## config.mk

```make
export PLATFORM = sky130hd
export DESIGN_NAME = dmem_port_arbiter
export DESIGN_NICKNAME = d
export VERILOG_FILES = /design/src/rtl/dmem_port_arbiter.sv
export SDC_FILE = /design/constraint.sdc
export NUM_CORES = 1
export LEC_CHECK = 0
export ABC_AREA = 1
export BUFFER_PORTS_ARGS = -buffer_cell sky130_fd_sc_hd__buf_2
export CORE_AREA = 2 2 166 168
export CTS_CLUSTER_DIAMETER = 120
export DETAILED_ROUTE_END_ITERATION = 10
export DIE_AREA = 0 0 168 170
export GPL_ROUTABILITY_DRIVEN = 0
export GPL_TIMING_DRIVEN = 1
export PLACE_DENSITY = 0.62
export SETUP_SLACK_MARGIN = 0.02
export SLEW_MARGIN = 20
export SYNTH_ARGS = -nofsm -noshare
export SYNTH_HDL_FRONTEND = slang
export SYNTH_SLANG_ARGS = --single-unit
```

## constraint.sdc

```tcl
create_clock -name clock -period 3.8 [get_ports clock]
set_input_delay 0.38 -clock clock [delete_from_list [all_inputs] [get_ports clock]]
set_output_delay 0.38 -clock clock [all_outputs]
set_load 0.02 [all_outputs]
```

## src/rtl/dmem_port_arbiter.sv

```systemverilog
// dmem_port_arbiter: shares one single-port 64-bit data RAM between the memory stage (D, read/write)
// and instruction fetch (I, read-only), one access per IDLE -> ACCESS -> RESP pass.
module dmem_port_arbiter #(
   parameter int ADDR_W       = 7,
   parameter int DEPTH        = 128,
   parameter int STARVE_LIMIT = 4
) (
   input  logic              clock,
   input  logic              reset_n,
   input  logic              d_req,
   input  logic              d_we,
   input  logic [ADDR_W-1:0] d_addr,
   input  logic [63:0]       d_wdata,
   output logic              d_gnt,
   output logic              d_rvalid,
   output logic [63:0]       d_rdata,
   output logic              d_err,
   input  logic              i_req,
   input  logic [ADDR_W-1:0] i_addr,
   output logic              i_gnt,
   output logic              i_rvalid,
   output logic [63:0]       i_rdata,
   output logic              i_err,
   output logic              ram_en,
   output logic              ram_we,
   output logic [ADDR_W-1:0] ram_addr,
   output logic [63:0]       ram_wdata,
   input  logic [63:0]       ram_rdata,
   output logic              busy
);
   typedef enum logic [1:0] {IDLE, ACCESS, RESP} stateT;
   localparam logic [ADDR_W:0] LIMIT  = (ADDR_W+1)'(DEPTH);
   localparam logic [7:0]      STARVE = 8'(STARVE_LIMIT);

   stateT             state, nextState;
   logic              ownerI, weQ, errQ;
   logic [7:0]        starveCnt;
   logic [63:0]       dRdataQ, iRdataQ, respData, arbWdata;
   logic              start, pickI, arbWe, arbInRange, respD, respI;
   logic [ADDR_W-1:0] arbAddr;

   always_comb begin
      start      = (state == IDLE) & (d_req | i_req);
      pickI      = i_req & (~d_req | (STARVE != 8'd0 & starveCnt >= STARVE));
      arbWe      = ~pickI & d_we;
      arbAddr    = pickI ? i_addr : d_addr;
      arbWdata   = pickI ? '0 : d_wdata;
      arbInRange = {1'b0, arbAddr} < LIMIT;
      nextState  = start ? ACCESS : state == ACCESS ? RESP : IDLE;
      respD      = state == RESP & ~ownerI;
      respI      = state == RESP & ownerI;
      respData   = errQ ? '0 : ram_rdata;
   end

   assign d_gnt    = state == ACCESS & ~ownerI;
   assign i_gnt    = state == ACCESS & ownerI;
   assign d_rvalid = respD;
   assign i_rvalid = respI;
   assign d_err    = respD & errQ;
   assign i_err    = respI & errQ;
   // RAM data arrives during RESP, so it is forwarded live and captured for holding at the edge ending RESP.
   assign d_rdata  = respD & (errQ | ~weQ) ? respData : dRdataQ;
   assign i_rdata  = respI ? respData : iRdataQ;
   assign busy     = state != IDLE;

   always_ff @(posedge clock) begin
      if (!reset_n) begin
         state     <= IDLE;
         ownerI    <= 1'b0;
         weQ       <= 1'b0;
         errQ      <= 1'b0;
         starveCnt <= '0;
         dRdataQ   <= '0;
         iRdataQ   <= '0;
         ram_en    <= 1'b0;
         ram_we    <= 1'b0;
         ram_addr  <= '0;
         ram_wdata <= '0;
      end else begin
         state  <= nextState;
         ram_en <= start & arbInRange;
         ram_we <= start & arbInRange & arbWe;
         if (start) begin
            ownerI    <= pickI;
            weQ       <= arbWe;
            errQ      <= ~arbInRange;
            ram_addr  <= arbAddr;
            ram_wdata <= arbWdata;
            starveCnt <= pickI ? '0 : (i_req && starveCnt != 8'hFF) ? starveCnt + 8'd1 : starveCnt;
         end
         if (respD & (errQ | ~weQ)) dRdataQ <= respData;
         if (respI) iRdataQ <= respData;
      end
   end
endmodule

```

Yosys cells after proc, flatten, opt, wreduce, memory -nomap -nowiden
Cells that the tools add are included.

cells by class
  $add $sub $neg = 1
  order comparisons = 1
  equality and inequality tests = 3
  muxes and demuxes = 8
  bitwise operators = 16
  reduce and logical (&&, ||, !) cells = 6

operators with widths
  kind                                                                                  count
  64-bit two-way mux                                                                    3
  8-bit two-way mux                                                                     2
  1-bit bitwise AND                                                                     9
  8-bit by 1-bit adder with 8-bit output (second input constant)                        1
  8-bit by 3-bit greater-or-equal comparator with 1-bit output (second input constant)  1
  8-bit != test (second input constant)                                                 1
  7-bit two-way mux                                                                     1
  1-bit inverter                                                                        5
  2-bit nonzero test                                                                    2
  2-bit by 1-bit equality test with 1-bit output (second input constant)                1
  2-bit equality test (second input constant)                                           1
  2-bit zero test                                                                       1
  2-bit two-way mux                                                                     1
  1-bit bitwise OR                                                                      2
  2-bit AND reduction                                                                   1
  2-bit OR reduction                                                                    1
  1-bit logical AND                                                                     1
  1-bit two-way mux                                                                     1

storage, ports and cells
  bits in registers = 213
  input bits = 147
  output and inout bits = 208
  logic and storage cells = 46

Longest topological paths before layout
Gate-level depths: netlist of run 1.

  word-level depth = 6
  mapped depth = 8
  depth with buffers taken out = 7

Worst setup path after synthesis of run 1
Ideal clock, no wire load.

  kind = register to output
  start point = register, netlist name ram_en
  end point = output port d_rdata[10]
  arrival time = 1508 ps
  required time = 3420 ps
  setup slack = 1912 ps
  stages on the path, launching flop included = 7
  path buffers = 2
  path through = dfxtp_1 > nor3_2 > nand2_2 > buf_6 > clkbuf_4 > o21ai_2 > inv_1

RTL lines
  what       line  text
  to (decl)  16    output logic [63:0] d_rdata,

==> impl_metrics.csv, run 1 <==
group,metric,value,unit
run_status,status,"finished, final reports clean",
clock_network,path_clk_slew,0.06,ns
critical_path,start_kind,"flip-flop",
synth,synthCells,1158,
drt,drt_iter0_drc,337,
cells_and_area,nFillCells,2774,
floorplanning,rows,60,
global_route,grt_overflow_total,0,
cells_and_area,nets,1629,
global_route,grt_max_degree,72,
sta,holdWs,0.0818,ns
clock_network,post_cts_buffers,0,
sta,slew_headroom,0.467,
sta,worstMarginPinSlew,0.798,ns
clock_network,numCtsBuffers,24,
sta,fmax,345,MHz
critical_path,critPathMaxFanout,57,
synth,synthMostInstantiatedCell,"nand2_1",
drt,routed_wl,24300,um
synth,syn_area,8470,um2
critical_path,worstSetupPathType,"reg -> out",
clock_network,cts_tree,"built",
sta,hold_viol_final,0,
placement,dp.cells,1795,
placement,hpwl,17500,um
pwr,p_sw,0.00150,W
pwr,p_per_area,488,nW/um2
synth,synth_area_leaders,"dfxtp_1 (50%), nand2_1 (19%), inv_1 (6.8%), o21ai_2 (6.4%), nand3_1 (4.7%)",
pwr,total_leakage_power,6.59,nW
pwr,power_frac_seq,0.437,
cells_and_area,area_delta_synth_final,31.7,%
sta,rsz0062_at_grt,"no",
synth,synth_edf_count,0,
floorplanning,die_x,168,um
drt,vias,8047,
clock_network,htreeDepth,1,
global_route,met2_usage,0.286,
clock_network,post_cts_resize_count,0,
synth,yosysUniqueCellTypes,23,
sta,slew_viol_final,0,
placement,port_buffers,352,
synth,ys_seq_area_frac,0.501,
global_route,antenna_found_initial,2,
global_route,use_met1,0.197,
synth,synth_top_cell_by_area,"dfxtp_1",
sta,clock_skew,0.00659,ns
worst_hold_path,hold_class,"in -> reg",
synth,yosys_warnings,0,
synth,syn_avg_cell_area,7.31,um2
floorplanning,die-area,28600,um2
synth,synth_flop_cell,"dfxtp_1",
floorplanning,ios,355,
global_route,grt_first_pass_wirelength,38100,um
clock_network,clkLatencyLatePin,0.51,ns
synth,synth-seq-cells,212,
clock_network,cts_root_buffer,"clkbuf_16",
drt,wl_per_cell,13.2,um
drt,viasPerCell,4.38,
critical_path,rrSetupSlack,1.80,ns
global_route,busiest_layer,"met2",
drt,drc_errors,0,
sta,period_share,0.762,
global_route,grt_usage,0.164,
synth,synthArstFlopShare,0,
global_route,grt_use_met3,0.0440,
floorplanning,die_h,170,um
clock_network,cts.sinks,212,
drt,dr.pass1.iters,4,
sta,finalSetupViolCount,0,
clock_network,holdBufCountCts,0,
pwr,switching_share,0.276,
flow_run,maxCapViolations,0,
pwr,ir_drop,0.000294,V
clock_network,cts_buffer_depth,3,
floorplanning,initial_core_util,0.318,
critical_path,endpoint_kind,"output port",
sta,setup_tns,0,ns
synth,yosysTopAreaCellShare,0.501,
drt,ant_nets,0,
global_route,grt_pass1_vias,7582,
pwr,p_clk_frac,0.415,
critical_path,worstPathArrival,2.52,ns
pwr,power.internal,0.00394,W
cells_and_area,layout-drive-gt1-share,0.313,
sta,post-route-min-period,2.90,ns
pwr,pwr-share-comb,0.148,
synth,netlist_top_cells_count,"nand2_1 (421), dfxtp_1 (212), inv_1 (154)",
cells_and_area,stdcell_count,1839,
floorplanning,core_area,26700,um2
critical_path,cp.required,3.42,ns
==> cell type report <==
class / count / area (um2) / area share
Sequential cell: 212 / 4240 / 0.381
Multi-Input combinational cell: 724 / 3280 / 0.294
Timing Repair Buffer: 361 / 1830 / 0.164
Clock buffer: 34 / 699 / 0.0627
Inverter: 157 / 592 / 0.0531
Tap cell: 341 / 427 / 0.0383
Clock inverter: 9 / 80.1 / 0.00718
Antenna cell: 1 / 2.50 / 0.000224
==> placed cells by master (no fill, tap or decap), types with 2 or more instances in the layout <==
master and count:
nand2_1 421, buf_2 352, dfxtp_1 212, inv_1 153
nor2_1 80, nand3_1 79, a21oi_1 66, o21ai_2 61
clkbuf_16 25, buf_4 9, clkbuf_1 5, clkinv_2 5
o21ai_1 4, clkbuf_8 4, inv_2 3, o21ai_0 2
ha_1 2, conb_1 2
==> power groups by stage <==
stage | Clock [W] | Combinational (W) | Sequential, W
5_1_grt | 0.00242 | 0.000886 | 0.00239
2_1_floorplan | 0 | 0.000436 | 0.00249
6_report | 0.00226 | 0.000805 | 0.00238
4_1_cts | 0.00234 | 0.000816 | 0.00238
3_5_place_dp | 0 | 0.000815 | 0.00242
3_3_place_gp | 0 | 0.000808 | 0.00242
==> worst paths after layout <==
kind              cells after the start    startpoint            end
setup / recovery                      7        ram_en    d_rdata[58]
hold / removal                        3   d_wdata[56]  ram_wdata[56]
hold reg to reg                       2  starveCnt[5]   starveCnt[5]
setup reg to reg                      6        ram_en  ram_wdata[31]
==> through the flow <==
stage	utilization	power, W	cell area, um2	setup WS [ns]
after floorplan	-	0.00293	8470	1.91
after global placement	0.389	0.00323	10400	1.45
after detailed placement	0.389	0.00324	10400	1.39
after CTS	0.418	0.00553	11100	0.827
after global routing	0.418	0.00570	11100	0.657
final	0.418	0.00544	11200	0.904
==> layer usage <==
metal / part of all wire / up-vias
met1: 0.43 / 3510
met3: 0.089 / 39
met2: 0.46 / 317
li1: - / 4179
met5: 0.00053 / -
met4: 0.025 / 2
==> cells by family (layout without fill, tap and decap cells) <==
| group | Yosys count | count (layout) | share of synthesized area |
|---|---|---|---|
| AO/OA/AOI/OAI | 135 | 135 | 0.107 |
| XOR/XNOR | 1 | 1 | 0.00103 |
| adder cells (fa/ha/maj) | 2 | 2 | 0.00295 |
| buffers and inverters | 223 | 561 | 0.114 |
| flip-flops | 212 | 212 | 0.501 |
| other | 1 | 3 | 0.000443 |
| AND/OR/NAND/NOR | 584 | 584 | 0.273 |
==> flip-flops by register name, indices dropped and copies added, names as in the netlist <==
name and flops:
starveCnt 8, iRdataQ 64, ownerI 1, ram_addr 7
ram_en 1, dRdataQ 64, ram_we 1, state 1
weQ 1, ram_wdata 64
==> critical path: stages, from the launching register on <==
cell	delay (ns)
dfxtp_1	0.39
nor3_2	0.09
nand2_4	0.53
buf_4	0.53
nand2_1	0.13
o21ai_2	0.10
inv_1	0.06
buf_2	0.15
(Power assumes the default switching activity.)
==> inputs of run 2 (changes only) <==
==> constraint.sdc (replaced) <==
create_clock -name clock -period 3 [get_ports clock]
set_input_delay 0.3 -clock clock [delete_from_list [all_inputs] [get_ports clock]]
set_output_delay 0.3 -clock clock [all_outputs]
set_load 0.02 [all_outputs]
==> run 2 against run 1 <==
Compared with the run above: critical endpoint is now i_rdata[60]; non-clock buffer count increased by 48; global-route usage increased by 0.68 points; largest cell class unchanged; wire length increased by 2.6%.
==> impl_metrics.csv, run 2 (synthesis gave the netlist of run 1 again) <==
group,metric,value,unit
run_status,status,"finished, final reports clean",
worst_hold_path,hold_end,"ram_wdata[4]",
critical_path,r2r_cells,6,
clock_network,post_cts_buffers,0,
drt,drc_errors,0,
global_route,grt_usage,0.171,
sta,finalSetupViolCount,0,
critical_path,start_kind,"flip-flop",
floorplanning,die_h,170,um
drt,dr.pass1.iters,5,
global_route,grt_max_degree,73,
sta,slew_viol_final,0,
critical_path,reg2reg_from,"ram_en",
sta,fmax,408,MHz
drt,wl_per_cell,13.2,um
sta,setup_tns,0,ns
pwr,ir_drop,0.000400,V
sta,post-route-min-period,2.45,ns
floorplanning,die_x,168,um
pwr,p_per_area,624,nW/um2
floorplanning,initial_core_util,0.318,
clock_network,clkLatencyLatePin,0.51,ns
clock_network,post_cts_resize_count,0,
worst_hold_path,hold_depth,3,
drt,routed_wl,25000,um
critical_path,worstSetupPathType,"reg -> out",
drt,ant_nets,0,
sta,holdWs,0.0191,ns
cells_and_area,mostFrequentLayoutCells,"nand2_1 (421), buf_2 (352), dfxtp_1 (212)",
sta,clock_skew,0.00622,ns
clock_network,numCtsBuffers,24,
worst_hold_path,min_from,"d_wdata[4]",
floorplanning,die-area,28600,um2
cells_and_area,area_delta_synth_final,39.3,%
clock_network,cts_buffer_depth,3,
critical_path,r2r-end,"weQ",
cells_and_area,layout_commonest_cell,"nand2_1",
pwr,total_leakage_power,6.88,nW
global_route,grt_first_pass_wirelength,39700,um
critical_path,critPathMaxFanout,64,
clock_network,cts_tree,"built",
sta,period_share,0.818,
global_route,grt_overflow_total,0,
cells_and_area,layout-drive-gt1-share,0.309,
clock_network,cts.sinks,212,
placement,port_buffers,352,
cells_and_area,nets,1677,
placement,hpwl,17300,um
critical_path,worstPathArrival,2.15,ns
drt,vias,8350,
sta,slew_headroom,0.490,
clock_network,htreeDepth,1,
global_route,antenna_found_initial,2,
sta,worstMarginPinSlew,0.764,ns
clock_network,cts_root_buffer,"clkbuf_16",
sta,hold_viol_final,0,
drt,viasPerCell,4.42,
critical_path,rrSetupSlack,1.17,ns
clock_network,path_clk_slew,0.06,ns
global_route,grt_pass1_vias,8019,
floorplanning,rows,60,
cells_and_area,top_regs,"dRdataQ x64, iRdataQ x64, ram_wdata x64",
critical_path,endpoint_kind,"output port",
worst_hold_path,hold_class,"in -> reg",
floorplanning,core_area,26700,um2
critical_path,cp.required,2.70,ns
drt,drt_iter0_drc,307,
sta,rsz0062_at_grt,"no",
flow_run,maxCapViolations,0,
floorplanning,ios,355,
[run 2: cell count changes in the layout (fill, tap and decap cells not counted), sizes merged]
cell and change:
dlygate4sd3 +44, clkinvlp -1, clkbuf +3, buf +4, clkinv -3, inv -1, bufinv +3
[run 2: power by group]
group	internal, W	leakage (nW)	total [W]	switching [W]
combinational	0.000377	4.71	0.00107	0.000697
clock	0.00210	0.451	0.00328	0.00118
sequential	0.00295	1.73	0.00301	0.0000571
total	0.00543	6.88	0.00737	0.00193
[run 2: worst max path at each step]
stage                   from             to  slack, ns  cells after the start
finish                ram_en    i_rdata[60]       0.55                      6
global route          ram_en    i_rdata[25]       0.34                      6
CTS                 state[1]    d_rdata[47]       0.47                      8
detailed placement   reset_n            weQ       1.03                      6
global placement     reset_n  ram_wdata[63]       1.03                      6
floorplan             ram_en    d_rdata[10]       1.19                      6
[run 2: repair_timing]
item                                   4_1_cts  5_1_grt
hold buffers                                44        0
setup endpoints to repair                    0        0
endpoints found under the hold margin       44        0
[run 2: layout make-up]
class                           instances  area (um2)
Fill cell                            2705       14800
Sequential cell                       212        4240
Multi-Input combinational cell        724        3280
Antenna cell                            1        2.50
Clock inverter                          7         139
Clock buffer                           37         771
Timing Repair Buffer                  409        2350
Tap cell                              341         427
Inverter                              157         592
[run 2: metal layers]
| layer | vias up | part of all wire | global-route usage |
|---|---|---|---|
| li1 | 4279 | - | - |
| met4 | 0 | 0.033 | 0.0605 |
| met1 | 3685 | 0.40 | 0.193 |
| met3 | 51 | 0.091 | 0.0495 |
| met5 | - | 0 | 0 |
| met2 | 335 | 0.47 | 0.307 |
[run 2: per-stage QoR]
step / total power (W) / cells / util / cell area (um2) / setup slack, ns
floorplan: 0.00371 / 1159 / - / 8470 / 1.19
global placement: 0.00410 / 1799 / 0.392 / 10400 / 1.03
detailed placement: 0.00411 / 1799 / 0.392 / 10400 / 1.03
CTS: 0.00747 / 1887 / 0.443 / 11800 / 0.467
global route: 0.00769 / 1887 / 0.443 / 11800 / 0.344
finish: 0.00737 / 1888 / 0.443 / 11800 / 0.547
[run 2: worst max-delay path, stage by stage (launching register included)]
cell and delay [ns]:
dfxtp_1 0.39, inv_1 0.07, nand3_2 0.07, buf_4 0.56, nand2_1 0.19, nand2_1 0.11
buf_2 0.16
==> inputs of run 3 (changes only) <==
==> constraint.sdc (replaced) <==
create_clock -name clock -period 2.5 [get_ports clock]
set_input_delay 0.25 -clock clock [delete_from_list [all_inputs] [get_ports clock]]
set_output_delay 0.25 -clock clock [all_outputs]
set_load 0.02 [all_outputs]
==> run 3 against run 2 <==
Compared with the run above: largest power group unchanged; combinational power grew 30%; clock skew grew 0.0028 ns; sequential share of layout area shrank 1.6 points.
==> impl_metrics.csv, run 3 (synthesis gave the netlist of run 1 again) <==
group,metric,value,unit
run_status,status,"finished, final reports clean",
cells_and_area,diodes,0,
cells_and_area,layout-drive-gt1-share,0.302,
sta,rsz0062_at_grt,"no",
global_route,grt_usage,0.175,
sta,post-route-min-period,2.33,ns
floorplanning,core_area,26700,um2
sta,clock_skew,0.00902,ns
drt,ant_nets,0,
global_route,grt_first_pass_wirelength,41000,um
clock_network,path_clk_slew,0.06,ns
drt,vias,8657,
placement,dpl_cell_area,10600,um2
critical_path,slowest_stage,"inv_2",
critical_path,cp.required,2.25,ns
cells_and_area,ff_latch_area,4240,um2
cells_and_area,layout_commonest_cell,"nand2_1",
placement,port_buffers,352,
pwr,power,0.00863,W
global_route,antenna_found_initial,3,
critical_path,cp_cell_sequence,"nand3_2, inv_2, buf_4, nand2_1, nand2_1, buf_2",
critical_path,cpMostUsedCell,"nand2_1",
cells_and_area,multiInputGateArea,3280,um2
critical_path,worstPathArrival,2.08,ns
cells_and_area,stdcell_count,1949,
sta,slew_headroom,0.518,
cells_and_area,top_regs,"dRdataQ x64, iRdataQ x64, ram_wdata x64",
cells_and_area,nFillCells,2635,
clock_network,cts_tree,"built",
clock_network,htreeDepth,1,
drt,wl_per_cell,13.3,um
critical_path,start_kind,"flip-flop",
floorplanning,die-area,28600,um2
cells_and_area,mostFrequentLayoutCells,"nand2_1 (421), buf_2 (352), dfxtp_1 (212)",
sta,period_share,0.934,
drt,routed_wl,25800,um
global_route,grt_pass1_vias,8282,
clock_network,cts_buffer_depth,3,
critical_path,slowest_delay,0.43,ns
worst_hold_path,hold_class,"in -> reg",
sta,fmax,428,MHz
cells_and_area,nets,1740,
cells_and_area,utilization,0.464,
drt,drc_errors,0,
placement,dp.cells,1810,
drt,dr.pass1.iters,5,
pwr,p_per_area,698,nW/um2
sta,hold_viol_final,0,
floorplanning,ios,355,
floorplanning,rows,60,
drt,viasPerCell,4.44,
global_route,grt_max_degree,136,
floorplanning,initial_core_util,0.318,
critical_path,endpoint_kind,"output port",
drt,drt_iter0_drc,369,
cells_and_area,fin_area,12400,um2
pwr,ir_drop,0.000437,V
global_route,grt_overflow_total,0,
sta,slew_viol_final,0,
placement,hpwl,17700,um
cells_and_area,area_delta_synth_final,46.0,%
floorplanning,die_x,168,um
clock_network,cts_root_buffer,"clkbuf_16",
sta,finalSetupViolCount,0,
clock_network,cts.sinks,212,
clock_network,numCtsBuffers,24,
critical_path,worstSetupPathType,"reg -> out",
pwr,total_leakage_power,7.12,nW
clock_network,clkLatencyLatePin,0.51,ns
sta,setup_tns,0,ns
critical_path,critPathMaxFanout,22,
floorplanning,die_h,170,um
flow_run,maxCapViolations,0,
sta,worstMarginPinSlew,0.724,ns
==> run 3: cell types whose count changed in the layout (fill, tap and decap cells not counted), sizes merged <==
cell	delta
clkinvlp	+2
inv	+1
clkbuf	-2
diode	-1
bufinv	-2
buf	+11
dlygate4sd3	+52
==> run 3: cell type report <==
type                       instances  area share
clock buffer                      35      0.0585
clock inverter                     8     0.00799
inverter                         157      0.0479
multi-input combinational        724       0.265
sequential                       212       0.343
tap                              341      0.0345
timing repair buffer             472       0.243
==> run 3: power breakdown <==
part | internal (W) | total, W | switching, W
Clock | 0.00221 | 0.00362 | 0.00141
Sequential | 0.00354 | 0.00361 | 0.0000690
Combinational | 0.000524 | 0.00139 | 0.000869
==> run 3: per-stage QoR <==
step | hold WS (ns) | setup WS (ns)
after global routing | 0.00362 | 0.0304
final | 0.0177 | 0.166
after floorplan | 0.381 | 0.742
after global placement | 0.426 | 0.689
after CTS | 0.0000843 | 0.140
after detailed placement | 0.430 | 0.710
==> run 3: path summary, 6_finish.rpt <==
| kind | startpoint | end | slack, ns | cells after the start |
|---|---|---|---|---|
| setup / recovery | ownerI | i_rdata[11] | 0.17 | 6 |
| hold / removal | ram_rdata[44] | dRdataQ[44] | 0.02 | 3 |
| setup reg to reg | starveCnt[2] | ram_wdata[38] | 0.83 | 7 |
| hold reg to reg | starveCnt[3] | starveCnt[3] | 0.44 | 2 |
==> run 3: what timing repair did <==
action	in CTS	in global routing
hold buffers	96	0
hold endpoints to repair	97	0
buffers inserted	0	0
gates resized for setup	0	0
==> run 3: layer usage <==
layer  up-vias  GRT usage  wire length [um]
met2       351      0.306             12100
met1      3856      0.207             10700
met4         2     0.0696               942
met3        61     0.0426              2080
met5         -          0                13
li1       4387          -                 -
==> run 3: worst max-delay path: cells and delay by family (launching register included) <==
kind / cells / cell delay [ns]
buf+inv: 3 / 0.85
flops: 1 / 0.40
simple gates: 3 / 0.30
